[config.mk]
export PLATFORM = sky130hd
export DESIGN_NAME = nbody_host_if_flat
export DESIGN_NICKNAME = d
export VERILOG_FILES = /design/src/rtl/nbody_host_if_if.sv /design/src/rtl/nbody_host_if.sv /design/src/flat_wrapper.sv
export SDC_FILE = /design/constraint.sdc
export NUM_CORES = 1
export LEC_CHECK = 0
export BUFFER_PORTS_ARGS = -buffer_cell sky130_fd_sc_hd__buf_2
export CELL_PAD_IN_SITES_DETAIL_PLACEMENT = 1
export CELL_PAD_IN_SITES_GLOBAL_PLACEMENT = 1
export CORE_UTILIZATION = 43
export CTS_CLUSTER_SIZE = 25
export DETAILED_ROUTE_END_ITERATION = 8
export GPL_ROUTABILITY_DRIVEN = 0
export PLACE_DENSITY = 0.77
export SKIP_CTS_REPAIR_TIMING = 1
export SLEW_MARGIN = 20
export SYNTH_ARGS = -nofsm -noshare
export SYNTH_HDL_FRONTEND = slang
export SYNTH_SLANG_ARGS = --single-unit
[constraint.sdc]
create_clock -name clk -period 3.7 [get_ports clk]
set_clock_uncertainty 0.2 [all_clocks]
set_input_delay 0.555 -clock clk [delete_from_list [all_inputs] [get_ports clk]]
set_output_delay 0.555 -clock clk [all_outputs]
set_load 0.02 [all_outputs]
[src/rtl/nbody_host_if_if.sv]
// Avalon-MM slave bus bundle between the HPS bridge and the n-body host front-end.
interface nbody_host_if_if #(
  parameter int BUS_W  = 32,
  parameter int ADDR_W = 16
);
  logic              chipselect;
  logic              write;
  logic              read;
  logic [ADDR_W-1:0] addr;
  logic [BUS_W-1:0]  writedata;
  logic [BUS_W-1:0]  readdata;
  logic              readdatavalid;

  modport master (
    output chipselect, write, read, addr, writedata,
    input  readdata, readdatavalid
  );

  modport slave (
    input  chipselect, write, read, addr, writedata,
    output readdata, readdatavalid
  );
endinterface

[src/rtl/nbody_host_if.sv]
// Host front-end for the n-body engine: 64-bit body upload/readback in bus-width
// halves with atomic assembly, plus the step sequencer (GO / GAP / READ lock / DONE).
module nbody_host_if #(
  parameter int BUS_W       = 32,
  parameter int ADDR_W      = 16,
  parameter int BODY_ADDR_W = 9,
  parameter int N_IN        = 5,
  parameter int N_OUT       = 2,
  parameter int FIELD_W     = 3
) (
  input  logic                   clk,
  input  logic                   rst_n,
  nbody_host_if_if.slave         bus,
  output logic                   mem_we,
  output logic [FIELD_W-1:0]     mem_field,
  output logic [BODY_ADDR_W-1:0] mem_idx,
  output logic [2*BUS_W-1:0]     mem_wdata,
  output logic [FIELD_W-1:0]     rd_field,
  output logic [BODY_ADDR_W-1:0] rd_idx,
  input  logic [2*BUS_W-1:0]     rd_data,
  output logic [BODY_ADDR_W:0]   n_bodies,
  output logic                   step_start,
  input  logic                   step_done
);
  localparam int SEL_W = ADDR_W - BODY_ADDR_W;
  localparam int DW    = 2 * BUS_W;
  localparam logic [BODY_ADDR_W:0] MAX_BODIES = {1'b1, {BODY_ADDR_W{1'b0}}};

  typedef enum logic [1:0] {IDLE, RUN, WAIT, HOLD} state_t;
  typedef enum logic [1:0] {RK_IMM, RK_LO, RK_HI_RAM, RK_HI_HOLD} rd_kind_t;

  state_t                 state;
  logic                   go, read_lock, done, wr_err, read_seen;
  logic [BUS_W-1:0]       gap, step_cnt;
  logic [BUS_W-1:0]       stage [N_IN];
  logic [BODY_ADDR_W-1:0] stage_idx [N_IN];
  logic [N_IN-1:0]        stage_vld;
  logic [DW-1:0]          hold;
  logic                   hold_vld;
  logic [FIELD_W-1:0]     hold_g, rd_field_q;
  logic [BODY_ADDR_W-1:0] hold_idx, rd_idx_q;
  logic                   s1_vld;
  rd_kind_t               s1_kind;
  logic [BUS_W-1:0]       s1_imm;

  logic [SEL_W-1:0]       sel, in_ofs, out_ofs;
  logic [BODY_ADDR_W-1:0] idx;
  logic [FIELD_W-1:0]     in_f, out_g;
  logic                   wr, rd, busy, in_hit, out_hit, field_wr, lo_wr, hi_wr;
  logic                   rd_lo, rd_hi, hi_match, ram_rd, status_rd, go_eff, err_set;
  logic                   stage_ok;
  logic [BUS_W-1:0]       stage_sel, status_word;

  assign sel     = bus.addr[ADDR_W-1:BODY_ADDR_W];
  assign idx     = bus.addr[BODY_ADDR_W-1:0];
  assign wr      = bus.chipselect & bus.write;
  assign rd      = bus.chipselect & bus.read;
  assign busy    = (state == RUN) || (state == WAIT);
  assign in_ofs  = sel - SEL_W'(4);
  assign out_ofs = sel - SEL_W'(65);
  assign in_f    = FIELD_W'(in_ofs >> 1);
  assign out_g   = FIELD_W'(out_ofs >> 1);
  assign in_hit  = (sel >= SEL_W'(4)) && (sel < SEL_W'(4 + 2*N_IN));
  assign out_hit = (sel >= SEL_W'(65)) && (sel < SEL_W'(65 + 2*N_OUT));

  assign field_wr  = wr && in_hit;
  assign lo_wr     = field_wr && !in_ofs[0];
  assign hi_wr     = field_wr && in_ofs[0];
  assign rd_lo     = rd && out_hit && !out_ofs[0];
  assign rd_hi     = rd && out_hit && out_ofs[0];
  assign hi_match  = hold_vld && (hold_g == out_g) && (hold_idx == idx);
  assign ram_rd    = rd_lo || (rd_hi && !hi_match);
  assign status_rd = rd && (sel == SEL_W'(64));
  assign go_eff    = (wr && sel == SEL_W'(0)) ? bus.writedata[0] : go;

  // The RAM address is presented combinationally during the strobe so rd_data
  // arrives one cycle later and readdata can meet the two-cycle read latency.
  assign rd_field = ram_rd ? out_g : rd_field_q;
  assign rd_idx   = ram_rd ? idx : rd_idx_q;

  assign status_word = BUS_W'({read_lock, wr_err, busy, done});

  assign err_set = (step_done && state != WAIT) || (field_wr && busy) ||
                   (hi_wr && !busy && !stage_ok) || (rd_hi && !hi_match);

  always_comb begin
    stage_sel = '0;
    stage_ok  = 1'b0;
    for (int f = 0; f < N_IN; f++) begin
      if (in_f == FIELD_W'(f)) begin
        stage_sel = stage[f];
        stage_ok  = stage_vld[f] && (stage_idx[f] == idx);
      end
    end
  end

  always_ff @(posedge clk or negedge rst_n) begin
    if (!rst_n) begin
      go                <= 1'b0;
      read_lock         <= 1'b0;
      n_bodies          <= '0;
      gap               <= BUS_W'(1);
      wr_err            <= 1'b0;
      stage_vld         <= '0;
      for (int f = 0; f < N_IN; f++) begin
        stage[f]     <= '0;
        stage_idx[f] <= '0;
      end
      mem_we            <= 1'b0;
      mem_field         <= '0;
      mem_idx           <= '0;
      mem_wdata         <= '0;
      hold              <= '0;
      hold_vld          <= 1'b0;
      hold_g            <= '0;
      hold_idx          <= '0;
      rd_field_q        <= '0;
      rd_idx_q          <= '0;
      s1_vld            <= 1'b0;
      s1_kind           <= RK_IMM;
      s1_imm            <= '0;
      bus.readdata      <= '0;
      bus.readdatavalid <= 1'b0;
    end else begin
      mem_we <= 1'b0;
      if (wr && sel == SEL_W'(0)) go <= bus.writedata[0];
      if (wr && sel == SEL_W'(1)) read_lock <= bus.writedata[0];
      if (wr && sel == SEL_W'(2))
        n_bodies <= (bus.writedata > BUS_W'(MAX_BODIES)) ? MAX_BODIES
                                                         : (BODY_ADDR_W+1)'(bus.writedata);
      if (wr && sel == SEL_W'(3))
        gap <= (bus.writedata == '0) ? BUS_W'(1) : bus.writedata;

      for (int f = 0; f < N_IN; f++) begin
        if (in_f == FIELD_W'(f) && !busy) begin
          if (lo_wr) begin
            stage[f]     <= bus.writedata;
            stage_idx[f] <= idx;
            stage_vld[f] <= 1'b1;
          end
          if (hi_wr) stage_vld[f] <= 1'b0;
        end
      end
      if (hi_wr && !busy) begin
        mem_we    <= 1'b1;
        mem_field <= in_f;
        mem_idx   <= idx;
        mem_wdata <= {bus.writedata, stage_sel};
      end

      // A concurrent error event wins over the clear-on-read of STATUS.
      wr_err <= (status_rd ? 1'b0 : wr_err) | err_set;

      s1_vld <= rd;
      s1_imm <= status_rd ? status_word : '0;
      if (rd_lo)                s1_kind <= RK_LO;
      else if (rd_hi && hi_match) s1_kind <= RK_HI_HOLD;
      else if (rd_hi)           s1_kind <= RK_HI_RAM;
      else                      s1_kind <= RK_IMM;
      if (ram_rd) begin
        rd_field_q <= out_g;
        rd_idx_q   <= idx;
        hold_vld   <= 1'b1;
        hold_g     <= out_g;
        hold_idx   <= idx;
      end

      bus.readdatavalid <= s1_vld;
      if (s1_vld) begin
        case (s1_kind)
          RK_LO: begin
            hold         <= rd_data;
            bus.readdata <= rd_data[BUS_W-1:0];
          end
          RK_HI_RAM: begin
            hold         <= rd_data;
            bus.readdata <= rd_data[DW-1:BUS_W];
          end
          RK_HI_HOLD: bus.readdata <= hold[DW-1:BUS_W];
          default:    bus.readdata <= s1_imm;
        endcase
      end
    end
  end

  // Step sequencer; HOLD waits for the host to raise and then drop READ.
  always_ff @(posedge clk or negedge rst_n) begin
    if (!rst_n) begin
      state      <= IDLE;
      step_cnt   <= '0;
      done       <= 1'b0;
      read_seen  <= 1'b0;
      step_start <= 1'b0;
    end else begin
      step_start <= 1'b0;
      case (state)
        IDLE: if (go_eff && n_bodies != '0) begin
          state      <= RUN;
          step_start <= 1'b1;
        end
        RUN: state <= WAIT;
        WAIT: if (step_done) begin
          step_cnt <= step_cnt + BUS_W'(1);
          if (step_cnt + BUS_W'(1) == gap) begin
            done  <= 1'b1;
            state <= HOLD;
          end else if (go_eff) begin
            state      <= RUN;
            step_start <= 1'b1;
          end else begin
            state <= IDLE;
          end
        end
        HOLD: begin
          if (read_seen && !read_lock) begin
            done      <= 1'b0;
            step_cnt  <= '0;
            read_seen <= 1'b0;
            if (go_eff) begin
              state      <= RUN;
              step_start <= 1'b1;
            end else begin
              state <= IDLE;
            end
          end else if (read_lock) begin
            read_seen <= 1'b1;
          end
        end
        default: state <= IDLE;
      endcase
    end
  end
endmodule
[src/flat_wrapper.sv]
// flat-port wrapper written by rule: the top's interface ports become plain ports
module nbody_host_if_flat 
#(
  parameter int BUS_W       = 32,
  parameter int ADDR_W      = 16,
  parameter int BODY_ADDR_W = 9,
  parameter int N_IN        = 5,
  parameter int N_OUT       = 2,
  parameter int FIELD_W     = 3
)
  (clk, rst_n, mem_we, mem_field, mem_idx, mem_wdata, rd_field, rd_idx, rd_data, n_bodies, step_start, step_done, bus_chipselect, bus_write, bus_read, bus_addr, bus_writedata, bus_readdata, bus_readdatavalid);
  nbody_host_if_if #(.BUS_W(BUS_W), .ADDR_W(ADDR_W)) bus_i ();
  input  logic clk;
  input  logic rst_n;
  output logic mem_we;
  output logic [FIELD_W-1:0] mem_field;
  output logic [BODY_ADDR_W-1:0] mem_idx;
  output logic [2*BUS_W-1:0] mem_wdata;
  output logic [FIELD_W-1:0] rd_field;
  output logic [BODY_ADDR_W-1:0] rd_idx;
  input  logic [2*BUS_W-1:0] rd_data;
  output logic [BODY_ADDR_W:0] n_bodies;
  output logic step_start;
  input  logic step_done;
  input wire logic [$bits(bus_i.chipselect)-1:0] bus_chipselect;
  input wire logic [$bits(bus_i.write)-1:0] bus_write;
  input wire logic [$bits(bus_i.read)-1:0] bus_read;
  input wire logic [$bits(bus_i.addr)-1:0] bus_addr;
  input wire logic [$bits(bus_i.writedata)-1:0] bus_writedata;
  output wire logic [$bits(bus_i.readdata)-1:0] bus_readdata;
  output wire logic [$bits(bus_i.readdatavalid)-1:0] bus_readdatavalid;
  assign bus_i.chipselect = bus_chipselect;
  assign bus_i.write = bus_write;
  assign bus_i.read = bus_read;
  assign bus_i.addr = bus_addr;
  assign bus_i.writedata = bus_writedata;
  assign bus_readdata = bus_i.readdata;
  assign bus_readdatavalid = bus_i.readdatavalid;
  nbody_host_if #(.BUS_W(BUS_W), .ADDR_W(ADDR_W), .BODY_ADDR_W(BODY_ADDR_W), .N_IN(N_IN), .N_OUT(N_OUT), .FIELD_W(FIELD_W)) u_core (.clk(clk), .rst_n(rst_n), .bus(bus_i), .mem_we(mem_we), .mem_field(mem_field), .mem_idx(mem_idx), .mem_wdata(mem_wdata), .rd_field(rd_field), .rd_idx(rd_idx), .rd_data(rd_data), .n_bodies(n_bodies), .step_start(step_start), .step_done(step_done));
endmodule
; ---- Word level (Yosys, flattened, before mapping)
; Cells that the tools add are included.
[word_totals]
reg_bits = 526
input_bits = 118
[classes]
addsub = 3
n_lt_le_gt_ge = 5
eq_ne = 27
muxes = 45
bitwise = 3
reduce_logical = 68
[ops]
columns = operator, n
row1 = two-way mux 32 bit, 8
row2 = case mux 32 bit (3 select lines), 1
row3 = case mux 32 bit (2 select lines), 1
row4 = == test 9 bit, 6
row5 = logical AND 1 bit, 33
row6 = "adder 32 x 1 -> 32 bit, second input constant", 1
row7 = == test 32 bit, 1
row8 = "greater-than comparator 32 x 10 -> 1 bit, second input constant", 1
row9 = logical NOT 32 bit, 1
row10 = AND reduction 2 bit, 12
row11 = two-way mux 1 bit, 21
row12 = "== test 7 x 2 -> 1 bit, second input constant", 2
row13 = two-way mux 2 bit, 7
row14 = two-way mux 10 bit, 1
row15 = nonzero test 10 bit, 1
row16 = two-way mux 9 bit, 1
row17 = "== test 2 bit, second input constant", 4
row18 = case mux 2 bit (4 select lines), 1
row19 = "== test 7 x 1 -> 1 bit, second input constant", 1
row20 = "== test 7 bit, second input constant", 1
row21 = "greater-or-equal comparator 7 x 3 -> 1 bit, second input constant", 1
row22 = "greater-or-equal comparator 7 bit, second input constant", 1
row23 = logical NOT 7 bit, 1
row24 = "< comparator 7 x 4 -> 1 bit, second input constant", 1
row25 = other kinds (24), 42

; ---- Logic depth before layout (Yosys ltp)
[depth]
word_depth = 12
mapped_depth = 12
mapped_depth_nobuf = 10

; ---- Least setup slack after synthesis
; No wires, ideal clock.
[synth_timing]
path_type = input -> output
startpoint = input port bus_addr[10]
endpoint = output port rd_idx[0]
arrival_time_ps = 3254
required_ps = 2945
setup_slack_ps = -309
cell_stages = 11
cell_sequence = clkbuf_1 inv_1 ha_1 xor2_1 xnor2_1 nand4_1 nor4_1 inv_1 o21ai_1 clkbuf_1 mux2_2
[synth_via]
elab_chain_len = 8
word_cells_on_any_way = 14
classes_between = 1 x add/sub / 2 x order compare / 1 x eq/ne / 1 x mux / 9 x reduce/logical
[synth_rtl]
columns = element, line_no
row1 = start: declaration, flat_wrapper.sv:28  ; input wire logic [$bits(bus_i.addr)-1:0] bus_addr;
row2 = subtractor 4 x 1 -> 4 bit, nbody_host_if.sv:60  ; assign out_ofs = sel - SEL_W'(65);
row3 = == test 3 bit, nbody_host_if.sv:71  ; assign hi_match = hold_vld && (hold_g == out_g) && (hold_idx == idx);
row4 = logical AND 1 bit (2 in series), nbody_host_if.sv:71
row5 = logical NOT 1 bit, nbody_host_if.sv:72  ; assign ram_rd = rd_lo || (rd_hi && !hi_match);
row6 = logical AND 1 bit, nbody_host_if.sv:72
row7 = logical OR 1 bit (*), nbody_host_if.sv:72
row8 = two-way mux 9 bit (*), nbody_host_if.sv:79  ; assign rd_idx = ram_rd ? idx : rd_idx_q;
row9 = end: declaration, flat_wrapper.sv:20  ; output logic [BODY_ADDR_W-1:0] rd_idx;
; Every way passes the cells marked *; elsewhere a longest branch is shown, timed or not.

; ---- Worst setup path after layout
[layout_timing]
startpoint = input port bus_addr[9]
endpoint = output port rd_idx[0]
; Same word-level chain as after synthesis.

==> reports/results.tsv <==
metric	value	unit
synthesized cell area	21500	um^2
Initial Util	43.7	%
Synth Flop Type	dfrtp_1	
max-slew violations	0	
WP data required	2.94	ns
CTS tree	done	
worst-path maximum fanout	17	
syn_area_per_cell	12.4	um^2
total power draw	0.0130	W
WL final	61.4	mm
Max Freq	281	MHz
Buffers on Ports	250	
n_diodes	0	
Min Clock Period, post-route	3.55	ns
top cells by area, synth	dfrtp_1 54%, mux2_2 17%, mux4_2 3.4%, xnor2_1 2.5%, o21ai_0 2.2%	
FF-to-FF path depth	9	
initial antenna violation count	0	
Slew headroom	44.0	%
DR WL/cell	23.0	um
Overflow after GRT	0	
Num CTS Buffers	50	
DRT antenna net count	0	
Initial DRC Count	994	
# IOs	251	
post-synthesis sequential area ratio	54.3	%
number of synthesized register bits	466	
Die Ht	226	um
largest net degree at the start of global routing	92	
Hold Path Depth	2	
Hold Crit Class	in -> reg	
post-route clock period utilization	96.0	%
Reg area	11700	um^2
total track usage	24.6	%
CP Launch Type	input port	
worst skew pair latency	0.60	ns
number of synthesized flops with an enable pin	0	
area grow syn2layout	18.1	%
Design Area, Final	25400	um^2
Placed Area	23700	um^2
Mapped Nets	1860	
final net count	2099	
layout cells sized above 1	39.1	%
maximum resistive drop on vdd	0.505	mV
Setup-failing EPs final	0	
Max Root-Sink Buffers	3	
ys async rst share	100	%
status	complete, no violations	
# DRC	0	
footprint of the multi-input gates	9110	um^2
count of final hold-check violations	0	
via-per-instance ratio	5.72	
cell leakage power	12.1	nW
HPWL after DPL	41.6	mm
Die Wd	226	um
clk slew on worst S/H paths	0.06	ns
first-pass iteration count of the detailed router	6	
Distinct cells, synth	70	
critical path data arrival time	2.80	ns
fillers	5034	
Root Driver	clkbuf_16	
Worst Max-Slew Pin Slew	0.833	ns
# rows	81	
core area	49200	um^2
vias in the first global route	16639	
Clock Sinks	466	
CTS H-tree lvls	2	
power density over the cells	510	nW/um^2
top-area cell type share of the netlist area	54.2	%
Setup Crit Path Kind	in -> out	
maxcap violations	0	
Yosys top cell by area	dfrtp_1	
YS warnings	0	
Syn Inst Count	1726	
crit end category	primary output	
Via Count	15274	
die area	50900	um^2
first-pass GRT wire length	97.1	mm
[routing by layer]
metal  GRT usage, %  part of all wire (%)  vias to the layer above
li1               -                     -                     6771
met3           3.70                   4.7                       90
met4           7.50                   2.4                        0
met2           42.5                    50                      421
met5              0                     0                        -
met1           31.7                    42                     7992
[stage by stage]
| stage | worst slack [ns] | instances | utilization, % | setup TNS, ns | hold slack [ns] |
|---|---|---|---|---|---|
| final | 0.146 | 2668 | 51.6 | 0 | 0.0134 |
| after floorplan | 0.00177 | 1726 | - | 0 | 0.0594 |
| after CTS | -0.0839 | 2667 | 51.5 | -0.705 | -0.194 |
| after global routing | -0.0237 | 2668 | 51.6 | -0.159 | 0.00625 |
| after detailed placement | -0.106 | 2576 | 48.2 | -0.918 | 0.263 |
| after global placement | 0.164 | 2576 | 48.2 | 0 | 0.261 |
[registers in the layout, summed over array words and instances (netlist names), 5 cells and up]
signal / cells
u_core.mem_wdata: 64
u_core.hold: 32
u_core.step_cnt: 32
u_core.mem_idx: 9
u_core.rd_idx_q: 9
u_core.bus.readdata: 32
u_core.stage_idx: 45
u_core.hold_idx: 9
u_core.stage_vld: 5
u_core.stage: 160
u_core.gap: 32
u_core.n_bodies: 10
[area by class of cell]
class,instances,share of cell area (%)
clock inverters,13,0.666
clock buffers,78,5.74
flip-flops and latches,466,46.0
inverters,50,0.740
multi-input cells,1078,35.9
repair buffers,319,7.71
well taps,664,3.27
[cells in the final DEF (no fill, tap or decap), types with 6 or more instances in the layout]
| cell type | Yosys | final |
|---|---|---|
| dfrtp_1 | 465 | 465 |
| mux2_2 | 330 | 330 |
| buf_2 | 1 | 249 |
| nand2_1 | 117 | 116 |
| o21ai_0 | 94 | 94 |
| xnor2_1 | 62 | 61 |
| buf_4 | 1 | 54 |
| clkbuf_16 | 0 | 51 |
| inv_1 | 50 | 50 |
| xor2_1 | 34 | 33 |
| a222oi_1 | 33 | 33 |
| nor2_1 | 34 | 32 |
| a21oi_1 | 33 | 32 |
| mux4_2 | 32 | 32 |
| a22oi_1 | 32 | 32 |
| nand3_1 | 31 | 31 |
| o22ai_1 | 30 | 30 |
| nor3_1 | 31 | 28 |
| nand4_1 | 26 | 26 |
| nor4_1 | 26 | 25 |
| clkbuf_1 | 102 | 19 |
| ha_1 | 16 | 14 |
| buf_12 | 0 | 14 |
| and3_1 | 9 | 9 |
| mux2i_1 | 9 | 9 |
| a22o_1 | 9 | 9 |
| and2_1 | 8 | 8 |
| clkbuf_8 | 10 | 8 |
| o31ai_1 | 6 | 6 |
| a31oi_1 | 6 | 6 |
| clkinv_2 | 0 | 6 |
[where the power goes]
group / internal (W) / switching (W) / total (W)
clock: 0.00292 / 0.00207 / 0.00499
combinational: 0.000853 / 0.00131 / 0.00217
sequential: 0.00551 / 0.000285 / 0.00580
total: 0.00928 / 0.00367 / 0.0130
[cell families after synthesis]
logic type / share of synthesized area [%]
DFF: 54.3
muxes: 21.1
and+or+nand+nor: 7.89
AOI/OAI and AO/OA: 8.23
buffers and inverters: 3.67
xor gates and xnor gates: 3.91
adders and majority gates: 0.932
[path summary, 6_finish.rpt]
kind,startpoint,slack (ns),to
setup / recovery,bus_addr[9],0.15,rd_idx[0]
hold / removal,rd_data[34],0.01,u_core.hold[34]
setup reg to reg,u_core.step_cnt[0],0.27,u_core.done
hold reg to reg,u_core.hold_vld,0.27,u_core.hold_vld
max in group asynchronous,rst_n,1.86,u_core.step_cnt[17]
min in group asynchronous,rst_n,0.38,u_core.bus.readdata[15]
[synth_stat cells, types with 10 or more instances]
cell,n
mux4_2,32
a222oi_1,33
xor2_1,34
inv_1,50
nand2_1,117
clkbuf_8,10
nand3_1,31
mux2_2,330
a21oi_1,33
o21ai_0,94
a22oi_1,32
nor2_1,34
nor4_1,26
o22ai_1,30
clkbuf_1,102
buf_1,17
nand4_1,26
dfrtp_1,465
xnor2_1,62
nor3_1,31
ha_1,16
[worst max-delay path, stage by stage]
cell and delay [ns]:
buf_2 0.15, inv_1 0.11, ha_1 0.24, xor2_2 0.19, xnor2_1 0.18, nand4_1 0.13, nor4_2 0.21, inv_1 0.12
o21ai_2 0.19, buf_12 0.19, mux2_2 0.36, buf_2 0.16
No activity file was read; power rests on OpenSTA's default activity.
